**src/rtl/spi_host_pkg.sv**
```systemverilog
// Shared types for the byte-oriented SPI host: FSM state encoding and byte width.
package spi_host_pkg;

    localparam int SpiByteW = 8;

    typedef enum logic [2:0] {
        ST_IDLE,
        ST_LEAD,
        ST_HIGH,
        ST_LOW,
        ST_HOLD,
        ST_GAP
    } spi_host_state_e;

    // CSB is asserted in every state that belongs to an open frame.
    function automatic logic state_in_frame(spi_host_state_e s);
        return (s == ST_LEAD) || (s == ST_HIGH) || (s == ST_LOW) || (s == ST_HOLD);
    endfunction

endpackage

```
**src/rtl/spi_host_tick.sv**
```systemverilog
// Half-period counter: restarts on clr_i and flags the last cycle of each SCK half-period.
module spi_host_tick #(
    parameter int ClkDiv = 4
) (
    input  logic clk_i,
    input  logic rst_i,
    input  logic clr_i,
    output logic tick_o
);

    localparam int CntW = (ClkDiv > 1) ? $clog2(ClkDiv) : 1;
    localparam logic [CntW-1:0] CntMax = CntW'(ClkDiv - 1);

    logic [CntW-1:0] r_cnt;

    always_ff @(posedge clk_i) begin
        if (rst_i || clr_i) begin
            r_cnt <= '0;
        end else if (r_cnt == CntMax) begin
            r_cnt <= '0;
        end else begin
            r_cnt <= r_cnt + CntW'(1);
        end
    end

    assign tick_o = (r_cnt == CntMax);

endmodule

```
**src/rtl/spi_host_byte.sv**
```systemverilog
// SPI mode-0 host, MSB first: one byte per valid/ready handshake, received byte
// returned on a single-cycle pulse; tx_last_i closes the frame (CSB high) after the byte.
module spi_host_byte
    import spi_host_pkg::*;
#(
    parameter int ClkDiv = 4
) (
    input  logic                clk_i,
    input  logic                rst_i,
    input  logic                tx_valid_i,
    output logic                tx_ready_o,
    input  logic [SpiByteW-1:0] tx_data_i,
    input  logic                tx_last_i,
    output logic                rx_valid_o,
    output logic [SpiByteW-1:0] rx_data_o,
    output logic                busy_o,
    output logic                spi_sck_o,
    output logic                spi_csb_o,
    output logic                spi_mosi_o,
    input  logic                spi_miso_i
);

    localparam int BitW = $clog2(SpiByteW);
    localparam logic [BitW-1:0] LastBit = BitW'(SpiByteW - 1);

    spi_host_state_e     r_state, w_state_next;
    logic [SpiByteW-1:0] r_sr, w_sr_next;
    logic [BitW-1:0]     r_bit_cnt, w_bit_cnt_next;
    logic                r_last, w_last_next;
    logic                w_tick, w_clr, w_accept, w_rx_done;

    logic                r_sck, r_csb, r_mosi, r_rx_valid, r_busy;
    logic [SpiByteW-1:0] r_rx_data;

    spi_host_tick #(
        .ClkDiv (ClkDiv)
    ) u_tick (
        .clk_i  (clk_i),
        .rst_i  (rst_i),
        .clr_i  (w_clr),
        .tick_o (w_tick)
    );

    assign tx_ready_o = !rst_i && ((r_state == ST_IDLE) || (r_state == ST_HOLD));
    assign w_accept   = tx_valid_i && tx_ready_o;
    // Every state change restarts the half-period count.
    assign w_clr      = (w_state_next != r_state);

    always_comb begin
        w_state_next   = r_state;
        w_sr_next      = r_sr;
        w_bit_cnt_next = r_bit_cnt;
        w_last_next    = r_last;
        w_rx_done      = 1'b0;
        unique case (r_state)
            ST_IDLE, ST_HOLD: begin
                if (w_accept) begin
                    w_sr_next      = tx_data_i;
                    w_last_next    = tx_last_i;
                    w_bit_cnt_next = '0;
                    w_state_next   = ST_LEAD;
                end
            end
            ST_LEAD: begin
                if (w_tick) w_state_next = ST_HIGH;
            end
            ST_HIGH: begin
                if (w_tick) begin
                    w_sr_next    = {r_sr[SpiByteW-2:0], spi_miso_i};
                    w_state_next = ST_LOW;
                end
            end
            ST_LOW: begin
                if (w_tick) begin
                    if (r_bit_cnt == LastBit) begin
                        w_rx_done    = 1'b1;
                        w_state_next = r_last ? ST_GAP : ST_HOLD;
                    end else begin
                        w_bit_cnt_next = r_bit_cnt + BitW'(1);
                        w_state_next   = ST_HIGH;
                    end
                end
            end
            ST_GAP: begin
                if (w_tick) w_state_next = ST_IDLE;
            end
            default: w_state_next = ST_IDLE;
        endcase
    end

    // Pad outputs are registered from the next state so they line up with the state register.
    always_ff @(posedge clk_i) begin
        if (rst_i) begin
            r_state    <= ST_IDLE;
            r_sr       <= '0;
            r_bit_cnt  <= '0;
            r_last     <= 1'b0;
            r_sck      <= 1'b0;
            r_csb      <= 1'b1;
            r_mosi     <= 1'b0;
            r_rx_valid <= 1'b0;
            r_rx_data  <= '0;
            r_busy     <= 1'b0;
        end else begin
            r_state    <= w_state_next;
            r_sr       <= w_sr_next;
            r_bit_cnt  <= w_bit_cnt_next;
            r_last     <= w_last_next;
            r_sck      <= (w_state_next == ST_HIGH);
            r_csb      <= !state_in_frame(w_state_next);
            r_mosi     <= ((w_state_next == ST_LEAD) || (w_state_next == ST_HIGH) ||
                           (w_state_next == ST_LOW)) ? w_sr_next[SpiByteW-1] : 1'b0;
            r_rx_valid <= w_rx_done;
            r_busy     <= (w_state_next != ST_IDLE);
            if (w_rx_done) r_rx_data <= w_sr_next;
        end
    end

    assign spi_sck_o  = r_sck;
    assign spi_csb_o  = r_csb;
    assign spi_mosi_o = r_mosi;
    assign rx_valid_o = r_rx_valid;
    assign rx_data_o  = r_rx_data;
    assign busy_o     = r_busy;

endmodule

```
**config.mk**
```make
export PLATFORM = sky130hd
export DESIGN_NAME = spi_host_byte
export DESIGN_NICKNAME = d
export VERILOG_FILES = /design/src/rtl/spi_host_pkg.sv /design/src/rtl/spi_host_tick.sv /design/src/rtl/spi_host_byte.sv
export SDC_FILE = /design/constraint.sdc
export NUM_CORES = 1
export LEC_CHECK = 0
export BUFFER_PORTS_ARGS = -buffer_cell sky130_fd_sc_hd__buf_2
export CAP_MARGIN = 5
export CORE_MARGIN = 2
export CORE_UTILIZATION = 47
export CTS_CLUSTER_SIZE = 20
export DETAILED_ROUTE_END_ITERATION = 8
export GPL_TIMING_DRIVEN = 0
export MAX_ROUTING_LAYER = met4
export PLACE_DENSITY = 0.78
export SYNTH_ARGS = -nofsm -noshare
export SYNTH_HDL_FRONTEND = slang
export SYNTH_HIERARCHICAL = 1
export SYNTH_SLANG_ARGS = --single-unit
```
**constraint.sdc**
```tcl
create_clock -name clk_i -period 1.7 [get_ports clk_i]
set_input_delay 0.425 -clock clk_i [delete_from_list [all_inputs] [get_ports clk_i]]
set_output_delay 0.425 -clock clk_i [all_outputs]
set_load 0.02 [all_outputs]
```
==> flow_summary.yaml <==
route:
  antenna_left: 0
  vias: 1170
  drc: 0
  drt_wl_total_um: 2941
  viasPerCell: 5.764
  first_pass_iters: 4
  wl_per_cell_um: 14.49
  drtIter0Drc: 75
layout:
  nets: 188
  area_growth_pct: 32.01
  final_layout_size_suffix_gt1_share_pct: 41.04
  num_antenna_cells: 0
  finalNonFillerCells: 203
  fillers: 209
power:
  p_leak_nw: 0.6640
  power_density_mw_per_mm2: 842.3
  vdd_drop_max_mv: 0.7657
synth:
  synth_top_area_share_pct: 48.78
  ys_seq_elements: 30
  syn_avg_cell_area_um2: 9.257
  syn-cell-area_mm2: 0.001231
  synth_cell_types: 31
  synthCells: 133
  synth_area_leaders: "dfxtp_1 (49%), a222oi_1 (6.5%), nand2_1 (5.8%)"
  ys_seq_area_share_pct: 48.78
  synth_top_area_cell: "dfxtp_1"
  ys_warn_count: 6
  syn-num-nets: 149
setup_path:
  path_class: "register to register"
  worstReg2RegStart: "r_state[1]"
  r2r_cells: 5
  arrival_ns: 1.99
  regToRegSetupSlack_ns: -0.08
  r2r_end: "spi_mosi_o"
  startpoint: "r_state[1]"
  start_kind: "register"
  cp-end-kind: "register"
  cp.required_ns: 1.91
  cp_max_fo: 8
worst_hold_path:
  hp-class: "primary input to register"
  min_path_cells: 3
  hold_end: "r_last"
  hp-start: "tx_last_i"
sta:
  rsz0062_at_grt: "true"
  finalMaxSlewViolations: 0
  hold_viol: 0
  fmax_mhz: 560.9
  fin_crit_ns: 1.783
  relSlewSlack_pct: 67.84
  setup_violations: 2
  fin_crit_sh_pct: 104.9
  worstMarginPinSlew_ns: 0.4823
  clock_skew_ns: 0.01460
  layout_setup_ws_ns: -0.08295
global_routing:
  grt-ovfl-total: 0
  grt_usage_pct: 22.25
  antenna_found_initial: 0
  grt_max_degree: 11
  grt_pass1_wl_um: 4457
  grt_pass1_vias: 1050
placed_design:
  dpl.cell_count: 189
  io_buffer_count: 26
  gp_congestion: 0.8913
  place_ws_ns: -0.2762
  hpwl_um: 1862
status:
  failed_checks: "negative setup slack"
  status: "finished with violations"
die:
  start_util_pct: 49.70
  coreArea_mm2: 0.002477
  die-width_um: 55.18
  ios: 27
  rows: 18
  die_h_um: 55.18
  dieArea_mm2: 0.003045
clock_tree:
  clk_latency_ns: 0.33
  cts_buffer_depth: 2
  cts-hold-fix-buffers: 0
  cts.clk_slew.worst_paths_ns: 0.10
  clkSinkCount: 30
  htreeDepth: 2
  cts_tree: "yes"
  cts_buffers: 5
  cts-root-buf: "clkbuf_4"
job:
  max_cap_viol_count: 0
[layout by cell type (no fill, tap or decap), drive strengths merged, types with 3 or more instances in the layout]
cell,count
nand2,19
a21oi,15
a222oi,8
nor3,3
nor2,15
nor4b,4
clkbuf,11
nand2b,3
ha,3
nand4,3
buf,37
dfxtp,30
[layout make-up]
type / count / area (µm²) / area share (%)
Buffer: 6 / 38.79 / 2.386
Clock buffer: 7 / 55.05 / 3.387
Clock inverter: 1 / 5.005 / 0.3079
Multi-Input combinational cell: 94 / 681.9 / 41.96
Sequential cell: 30 / 611.8 / 37.64
Tap cell: 30 / 37.54 / 2.309
Timing Repair Buffer: 35 / 195.2 / 12.01
[worst max path at each step]
stage | end | slack (ns) | cells after the start
3_3_place_gp | u_tick/r_cnt[0] | -0.23 | 7
4_1_cts | spi_mosi_o | 0.002 | 5
3_5_place_dp | spi_mosi_o | -0.28 | 6
2_1_floorplan | u_tick/r_cnt[1] | 0.03 | 8
6_report | spi_mosi_o | -0.08 | 5
5_1_grt | spi_mosi_o | -0.13 | 5
[state kept, by name, indices dropped and copies added, names as in the netlist]
name / cells
r_state: 3
spi_sck_o: 1
r_last: 1
r_bit_cnt: 3
spi_csb_o: 1
spi_mosi_o: 1
rx_data_o: 8
rx_valid_o: 1
busy_o: 1
u_tick/r_cnt: 2
r_sr: 8
[routing by layer]
layer,part of all wire [%],GRT usage [%],vias up
met2,50,37.90,51
met4,1.8,10.16,0
li1,-,-,563
met3,7.6,9.140,8
met5,0,-,-
met1,40,22.19,548
[power by group]
part           internal, mW  switching (mW)  leakage [nW]
clock network         0.200           0.246        0.0353
registers             0.727          0.0203         0.246
logic                0.0866          0.0886         0.382
[critical path: stages, from the launching register on]
cell,delay (ns)
dfxtp_4,0.37
buf_6,0.13
or3b_4,0.37
a21o_4,0.25
a222oi_1,0.44
nor4b_1,0.10
[stage by stage]
step / util (%) / instance area, µm² / power, mW / hold slack, ns / setup TNS [ns]
2_1_floorplan: - / 1234 / 0.8470 / 0.4092 / 0
3_3_place_gp: 56.57 / 1401 / 0.8840 / 0.4174 / -1.466
3_5_place_dp: 56.57 / 1401 / 0.8904 / 0.4290 / -2.093
4_1_cts: 63.18 / 1565 / 1.356 / 0.2924 / 0
5_1_grt: 65.61 / 1625 / 1.430 / 0.2906 / -0.3926
6_report: 65.61 / 1625 / 1.369 / 0.3046 / -0.1205
[timing repair]
action                     in CTS  in global routing
gates cloned                    0                  1
setup buffers                   3                  5
setup endpoints to repair      17                 21
pin swaps                      10                  6
gates resized for setup        23                  9
[cells by family after synthesis]
kind of cell | share of synthesized area (%)
XOR/XNOR | 1.423
adder cells (fa/ha/maj) | 3.049
flip-flops | 48.78
buffers and inverters | 3.557
multiplexers | 0.8130
AND/OR/NAND/NOR | 25.51
AO/OA/AOI/OAI | 16.87
[Yosys cell counts, drive strengths merged]
master	n
a21boi	1
a31o	1
or3b	1
nand2	19
nor2	15
and4	2
nor3b	2
nor4b	4
o21bai	1
o21ai	2
a222oi	8
clkbuf	6
nor4	2
buf	3
ha	3
mux2i	1
xor2	2
dfxtp	30
o21a	1
nand3b	1
nor2b	2
nand4	3
a21oi	15
and2	1
a21o	1
nand2b	3
nor3	3
No activity file was read; power rests on OpenSTA's default activity.
